`config.mk`:
```
export PLATFORM = sky130hd
export DESIGN_NAME = store_buffer
export DESIGN_NICKNAME = d
export VERILOG_FILES = /design/src/rtl/store_buffer_pkg.sv /design/src/rtl/sb_fwd_match.sv /design/src/rtl/store_buffer.sv
export SDC_FILE = /design/constraint.sdc
export NUM_CORES = 1
export LEC_CHECK = 0
export CAP_MARGIN = 20
export CORE_MARGIN = 1.5
export CORE_UTILIZATION = 50
export DETAILED_ROUTE_END_ITERATION = 12
export PLACE_DENSITY = 0.82
export SYNTH_ARGS = -nofsm -noshare
export SYNTH_HDL_FRONTEND = slang
export SYNTH_HIERARCHICAL = 1
export SYNTH_SLANG_ARGS = --single-unit
```
`constraint.sdc`:
```
create_clock -name clk -period 11.79 [get_ports clk]
set_clock_uncertainty 0.05 [all_clocks]
set_input_delay 2.9475 -clock clk [delete_from_list [all_inputs] [get_ports clk]]
set_output_delay 2.9475 -clock clk [all_outputs]
set_load 0.05 [all_outputs]
```
`src/rtl/store_buffer_pkg.sv`:
```
// rtl/store_buffer_pkg.sv - shared defaults and entry type for the store buffer
package store_buffer_pkg;

   localparam int SB_DEPTH = 4;
   localparam int SB_AW    = 32;
   localparam int SB_DW    = 32;

   typedef struct packed {
      logic [SB_AW-1:0] addr;
      logic [SB_DW-1:0] data;
   } sb_entry_t;

endpackage

```
`src/rtl/sb_fwd_match.sv`:
```
// rtl/sb_fwd_match.sv - word-address match of a load against occupied entries, youngest wins
module sb_fwd_match
   import store_buffer_pkg::*;
#(
   parameter int DEPTH = SB_DEPTH,
   parameter int AW    = SB_AW,
   parameter int DW    = SB_DW,
   parameter int PW    = $clog2(DEPTH),
   parameter int CW    = $clog2(DEPTH) + 1
) (
   input  sb_entry_t        i_entries [DEPTH],
   input  logic [PW-1:0]    i_rd_ptr,
   input  logic [CW-1:0]    i_count,
   input  logic [AW-1:0]    i_ld_addr,
   output logic             o_hit,
   output logic [DW-1:0]    o_data
);

   logic [PW-1:0] w_idx;

   // Walk oldest to youngest so the last match written is the youngest one.
   always_comb begin
      o_hit  = 1'b0;
      o_data = '0;
      w_idx  = '0;
      for (int k = 0; k < DEPTH; k++) begin
         w_idx = i_rd_ptr + PW'(k);
         if ((CW'(k) < i_count) &&
             (((i_entries[w_idx].addr ^ i_ld_addr) & ~AW'(3)) == '0)) begin
            o_hit  = 1'b1;
            o_data = i_entries[w_idx].data;
         end
      end
   end

endmodule

```
`src/rtl/store_buffer.sv`:
```
// rtl/store_buffer.sv - in-order store FIFO between core and data bus with load forwarding
module store_buffer
   import store_buffer_pkg::*;
#(
   parameter int DEPTH = SB_DEPTH,
   parameter int AW    = SB_AW,
   parameter int DW    = SB_DW
) (
   input  logic                   clk,
   input  logic                   rst_n,
   input  logic                   st_valid,
   input  logic [AW-1:0]          st_addr,
   input  logic [DW-1:0]          st_data,
   output logic                   st_stall,
   input  logic [AW-1:0]          ld_addr,
   output logic                   ld_hit,
   output logic [DW-1:0]          ld_data,
   output logic                   bus_valid,
   output logic [AW-1:0]          bus_addr,
   output logic [DW-1:0]          bus_data,
   input  logic                   bus_ready,
   output logic [$clog2(DEPTH):0] count,
   output logic                   empty
);

   localparam int PW = $clog2(DEPTH);
   localparam int CW = $clog2(DEPTH) + 1;

   sb_entry_t     r_mem [DEPTH];
   logic [PW-1:0] r_wr_ptr;
   logic [PW-1:0] r_rd_ptr;
   logic [CW-1:0] r_count;

   logic w_full;
   logic w_enq;
   logic w_deq;

   assign w_full    = (r_count == CW'(DEPTH));
   assign empty     = (r_count == '0);
   assign count     = r_count;
   assign bus_valid = ~empty;
   assign w_deq     = bus_valid & bus_ready;
   // A drain in the same cycle frees the slot a full-FIFO store needs.
   assign st_stall  = st_valid & w_full & ~w_deq;
   assign w_enq     = st_valid & ~st_stall;

   assign bus_addr  = r_mem[r_rd_ptr].addr & ~AW'(3);
   assign bus_data  = r_mem[r_rd_ptr].data;

   always_ff @(posedge clk or negedge rst_n) begin
      if (!rst_n) begin
         r_wr_ptr <= '0;
         r_rd_ptr <= '0;
         r_count  <= '0;
      end else begin
         if (w_enq) r_wr_ptr <= r_wr_ptr + PW'(1);
         if (w_deq) r_rd_ptr <= r_rd_ptr + PW'(1);
         case ({w_enq, w_deq})
            2'b10:   r_count <= r_count + CW'(1);
            2'b01:   r_count <= r_count - CW'(1);
            default: r_count <= r_count;
         endcase
      end
   end

   // Payload needs no reset: count alone decides which entries are live.
   always_ff @(posedge clk) begin
      if (w_enq) r_mem[r_wr_ptr] <= '{addr: st_addr, data: st_data};
   end

   sb_fwd_match #(
      .DEPTH (DEPTH),
      .AW    (AW),
      .DW    (DW)
   ) u_fwd (
      .i_entries (r_mem),
      .i_rd_ptr  (r_rd_ptr),
      .i_count   (r_count),
      .i_ld_addr (ld_addr),
      .o_hit     (ld_hit),
      .o_data    (ld_data)
   );

endmodule

```
## Word-level counts from Yosys, hierarchy flattened

Cells that the tools add are included.
W data, S select, Z words.

- Register bits: 263
- Input port bits: 100
- Output and inout bits: 103
- Word-level logic and storage cells: 81

- Add/subtract/negate cells: 6
- $lt $le $gt $ge: 10
- Equal/unequal tests: 3
- Muxes and demuxes: 24
- Bitwise operators: 16
- Reductions and logical operators: 11

Operator list:

| kind | number |
|---|---|
| $mux W64 | 9 |
| $bmux W64 S2 | 4 |
| $bwmux W256 | 1 |
| $demux W64 S2 | 1 |
| $logic_not A32 Y1 | 4 |
| $mux W32 | 4 |
| $xor A32 B32 Y32 | 4 |
| $ge A3 B3 Y1 const B | 5 |
| $not A2 Y3 | 5 |
| $lt A1 B3 Y1 const A | 2 |
| $lt A2 B3 Y1 const A | 2 |
| $pmux W3 S2 | 1 |
| $logic_and A1 B1 Y1 | 5 |
| $add A2 B1 Y2 const B | 2 |
| $add A2 B2 Y2 const B | 2 |
| $and A1 B1 Y1 | 4 |
| $mux W1 | 4 |
| $add A3 B1 Y3 const B | 1 |
| $eq A3 B3 Y1 const B | 1 |
| $logic_not A3 Y1 | 1 |
| $lt A3 B1 Y1 const B | 1 |
| $not A1 Y1 | 3 |
| $sub A3 B1 Y3 const B | 1 |
| $eq A2 B1 Y1 const B | 1 |
| other kinds (2) | 2 |

## Depth between registers and ports, before layout

Gate-level depths: netlist of the first run.

- Depth in word-level cells: 11
- Depth in mapped cells: 15
- Gate-level depth less buffers: 9

## Modules after synthesis

Netlist of the first run, hierarchy kept.

By module, submodules not included:

| module | instances | cells each | area each (µm²) | sequential area each (µm²) |
|---|---|---|---|---|
| store_buffer | 1 | 374 | 9,715.6 | 7,862.5 |
| sb_fwd_match | 1 | 1,055 | 8,102.8 | 0.0 |

## Worst setup path before layout of the first run

OpenSTA, ideal clock, no wires.

- Path type: in2out
- Start point: input port ld_addr[2]
- End point: output port ld_data[2]
- Data arrival time: 6.150 ns
- Data required time: 8.793 ns
- Path slack: 2.642 ns
- Stages on the path: 12
- Buffers on the path: 3
- Path through: clkbuf_1 -> inv_1 -> a22o_1 -> or4_4 -> and4bb_1 -> o2111a_2 -> nand2_2 -> buf_2 -> buf_2 -> nand2_1 -> o22ai_1 -> o21ai_0

- Cells in the longest elaborated chain, start to end: 7
- Elaborated cells on any way between the ends: 16
- Classes of those cells: mux: 4; bitwise: 4; reduce/logical: 8

Ends and longest elaborated chain:

| what | RTL line | RTL |
|---|---|---|
| from (decl) | store_buffer.sv:15 | `input logic [AW-1:0] ld_addr,` |
| $xor A32 B32 Y32 | sb_fwd_match.sv:29 | `(((i_entries[w_idx].addr ^ i_ld_addr) & ~AW'(3)) == '0)) begin` |
| $logic_not A32 Y1 | sb_fwd_match.sv:29 |  |
| $logic_and A1 B1 Y1 | sb_fwd_match.sv:28 | `if ((CW'(k) < i_count) &&` |
| $mux W32 (3 in series) | sb_fwd_match.sv:28 |  |
| $mux W32 (*) | sb_fwd_match.sv:28 |  |
| to (decl) | store_buffer.sv:17 | `output logic [DW-1:0] ld_data,` |

Every way passes the cells marked *; elsewhere a longest branch is shown, timed or not.

## Final worst setup path of the first run

- Start point: input port ld_addr[9]
- End point: output port ld_data[29]

Same word-level chain as after synthesis.

==> reports/metrics.csv, run 1 <==
metric;value;unit
clk_pin_slew;60;ps
fin_crit_sh;88.63;%
wl_per_cell;24.24;um
rsz0062_at_grt;no;
grt_pass1_vias;12780;
clock_path_buffers;3;
coreArea;0.03454;mm2
insertion_delay;560;ps
cap_violations;0;
cts_tree;built;
final-hold-violation-count;0;
crit_arrival;7450;ps
leakage;7.368;nW
fillCellCount;2758;
vias;12910;
drive_gt1_share;13.83;%
syn_area_per_cell;12.37;um2
drv_slew;0;
antenna_found_initial;2;
setup_viol;0;
critPathLaunchType;input pin;
wirelength;48750;um
grt_pass1_wl;74140;um
period_minus_slack;10450;ps
drtIter0Drc;1134;
tns;0;ps
die_w;190.5;um
firstDrtPassIters;5;
multi_input_comb_area;0.009178;mm2
cts_resized;0;
met1_usage;37.70;%
outcome;completed;
end_kind;output pin;
cts_hold_buf;0;
max_slew_margin;29.33;%
post_dp_cell_area;0.01957;mm2
syn_inst;1421;
clock-root-buffer;clkbuf_16;
vias_per_cell;6.418;
dieArea;0.03629;mm2
power.total;0.005493;W
antenna_left;0;
worstSetupPathType;in -> out;
syn_to_final_growth;16.32;%
ioPinCount;203;
cts_setup_buffers;0;
cts_sinks;255;
worstPathMaxFanout;41;
grt.total_usage;26.57;%
power_density;268.6;mW/mm2
fin_cells;2011;
max-vdd-ir-drop;0.2884;mV
cts_buffers;27;
worst_pin_slew;1056;ps
post_synth_instance_area;0.01758;mm2
grt_max_degree;95;
drc;0;
gp_congestion;0.9549;
yosysWarnings;6;
dp.cells;1963;
met3_usage;3.662;%
overflow;0;
die_y;190.5;um
rows;68;
busiest_layer;met2;
htreeDepth;1;
regArea;0.007630;mm2
dp_hpwl;33550;um
io_buffers;196;
nets;1643;
initial_utilization;50.89;%
fmax;95.70;MHz
hold_path.class;reg -> reg;
cp.required;8790;ps
stdcell_area;0.02045;mm2
met2_usage;42.69;%
==> area by class of cell <==
class                   instances  share of cell area, %
diodes                          1                0.01224
clock buffers                  33                  3.463
clock inverters                14                 0.8077
inverters                      18                 0.3427
multi-input cells            1019                  44.88
flip-flops and latches        255                  37.31
well taps                     455                  2.784
repair buffers                216                  10.39
==> metrics by stage <==
stage | setup WS (ps) | hold WS, ps | utilization [%]
after floorplan | 2642 | 484.8 | -
after global placement | 1425 | 497.6 | 56.66
after detailed placement | 1419 | 533.2 | 56.66
after CTS | 1412 | 539.6 | 59.19
after global routing | 1111 | 564.5 | 59.19
final | 1340 | 541.4 | 59.19
==> placed cells by master, fill, tap and decap left out, types with 29 or more instances in the layout <==
| cell | instances |
|---|---|
| a211oi_1 | 41 |
| a21oi_1 | 30 |
| clkdlybuf4s50_1 | 196 |
| edfxtp_1 | 248 |
| mux2_2 | 37 |
| mux2i_1 | 231 |
| mux4_2 | 80 |
| nand2_1 | 89 |
| nor2_1 | 60 |
| nor2b_1 | 31 |
| o21ai_0 | 34 |
| xnor2_1 | 85 |
| xor2_1 | 29 |
==> worst paths after layout <==
kind                               end  slack [ps]   startpoint  cells after the start
setup / recovery           ld_data[29]        1340   ld_addr[9]                     11
hold / removal             r_wr_ptr[1]         540  r_wr_ptr[1]                      1
setup reg to reg             r_mem[65]        9130     count[2]                      4
hold reg to reg            r_wr_ptr[1]         540  r_wr_ptr[1]                      1
max in group asynchronous  r_rd_ptr[1]        8790        rst_n                      1
min in group asynchronous     count[1]        2610        rst_n                      1
==> sequential cells by signal (all words and copies together) (netlist names) <==
| signal | flops |
|---|---|
| r_wr_ptr | 2 |
| count | 3 |
| r_mem | 248 |
| r_rd_ptr | 2 |
==> routing by layer <==
layer | wire length (um) | vias to the layer above
li1 | - | 5806
met1 | 21180 | 6496
met2 | 22940 | 514
met3 | 3329 | 88
met4 | 1282 | 2
met5 | 12 | -
==> worst max-delay path, stage by stage <==
cell and delay, ps:
clkdlybuf4s50_1 700, a221oi_1 400, a21oi_1 140, nor4_1 550
o2111a_2 360, nand2_2 520, buf_4 470, a211oi_1 240
a22oi_1 130, a31o_1 260, clkdlybuf4s50_1 730
==> report_power, final <==
group	switching (W)	total, W	internal (W)
registers	0.000177	0.00138	0.00121
logic	0.00198	0.00327	0.00128
clock network	0.000352	0.000844	0.000492
total	0.00251	0.00549	0.00298
No activity file was read; power rests on OpenSTA's default activity.
==> inputs of run 2 (changes only) <==
CTS_CLUSTER_SIZE = 25   (was unset)
==> results of run 2 <==
The final DEF is identical to that of run 1; final timing and power are the same.
==> inputs of run 3 (changes only) <==
CTS_BUF_LIST = sky130_fd_sc_hd__clkbuf_8   (was unset)
REMOVE_ABC_BUFFERS = 1   (was unset)
==> reports/metrics.csv, run 3 (synthesized netlist as in run 1, its figures left out) <==
metric;value;unit
hold_path.class;reg -> reg;
setup_viol;0;
drive_gt1_share;14.52;%
grt_max_degree;135;
largest_reg_flops;248;
ioPinCount;203;
dp_slack;1363;ps
final-hold-violation-count;0;
layout_commonest_cell;edfxtp_1;
wirelength;47350;um
critPathLaunchType;input pin;
rsz0062_at_grt;no;
nets;1659;
firstDrtPassIters;6;
rows;68;
htreeDepth;2;
crit_arrival;7530;ps
power_density;263.6;mW/mm2
critPathBufInv;3;
clock_path_buffers;3;
cap_violations;0;
max_slew_margin;27.95;%
grt_pass1_vias;12780;
dieArea;0.03629;mm2
crit_path_frequent_cell;clkdlybuf4s50_1;
worstPathMaxFanout;44;
worstSetupPathType;in -> out;
drc;0;
leakage;7.411;nW
coreArea;0.03454;mm2
grt_pass1_wl;72270;um
die_w;190.5;um
syn_to_final_growth;16.12;%
cts_hold_buf;0;
layout_common_cells;248 x edfxtp_1, 231 x mux2i_1, 196 x clkdlybuf4s50_1;
period_minus_slack;10520;ps
crit_path_max_incr_delay;740;ps
initial_utilization;50.89;%
die_y;190.5;um
gp_congestion;0.9416;
cts_tree;built;
clk_pin_slew;50;ps
drv_slew;0;
cp_top_family;buffers and inverters;
cts_setup_buffers;0;
cts_buffers;43;
vias_per_cell;6.396;
drtIter0Drc;992;
worst_pin_slew;1081;ps
fmax;95.03;MHz
cts_sinks;255;
final_core_utilization;59.09;%
overflow;0;
wl_per_cell;23.16;um
end_kind;output pin;
cts_resized;0;
worst_slack;1267;ps
dp_hpwl;31650;um
cp_cell_sequence;clkdlybuf4s50_1, inv_1, a22o_1, or4_4, and4bb_1, o2111a_2, nand2_2, a2111oi_0, a21oi_1, a31o_2, clkdlybuf4s50_1;
insertion_delay;550;ps
max-vdd-ir-drop;0.1776;mV
outcome;completed;
antenna_left;0;
crit_path_top_delay_cell;clkdlybuf4s50_1;
clock-root-buffer;clkbuf_8;
vias;13070;
top_register;r_mem;
cp.required;8790;ps
antenna_found_initial;4;
io_buffers;196;
fin_crit_sh;89.26;%
grt.total_usage;25.83;%
run 3: power by group:
part / switching (W) / internal, W
Sequential: 0.000192 / 0.00121
Clock: 0.000350 / 0.000392
Combinational: 0.00195 / 0.00129
Total: 0.00249 / 0.00289
run 3: layout make-up:
type | count | area [um2]
antenna | 5 | 12.51
clock buffer | 44 | 605.6
clock inverter | 32 | 190.2
fill | 2786 | 14130
inverter | 18 | 70.07
multi-input combinational | 1019 | 9178
sequential | 255 | 7630
tap | 455 | 569.3
timing repair buffer | 216 | 2157
run 3: per-layer routing:
layer,part of all wire (%),global-route usage (%),wire (um),vias to the layer above
met5,0.036,0,17,-
met4,3.1,10.02,1475,2
met3,7.3,4.306,3460,99
met2,48,42.08,22760,539
met1,41,34.57,19630,6588
li1,-,-,-,5846
run 3: worst paths after layout:
kind | from | end | slack, ps | cells past startpoint
min reg2reg | r_wr_ptr[1] | r_wr_ptr[1] | 540 | 1
min in group asynchronous | rst_n | r_rd_ptr[0] | 2600 | 1
min | r_wr_ptr[1] | r_wr_ptr[1] | 540 | 1
max reg2reg | count[2] | r_mem[116] | 9120 | 4
max | ld_addr[21] | ld_data[19] | 1270 | 11
max in group asynchronous | rst_n | r_rd_ptr[1] | 8810 | 1
run 3: stage by stage:
step                setup TNS (ps)  hold slack (ps)  power [W]  instances  cell area (um2)
floorplan                  -320270            484.8   0.004324       1292            16830
global placement                 0            502.7   0.004537       1962            19580
detailed placement               0            519.6   0.004606       1962            19580
CTS                              0            537.7   0.005365       2038            20370
global route                     0            561.9   0.005642       2042            20410
finish                           0            535.7   0.005381       2044            20410
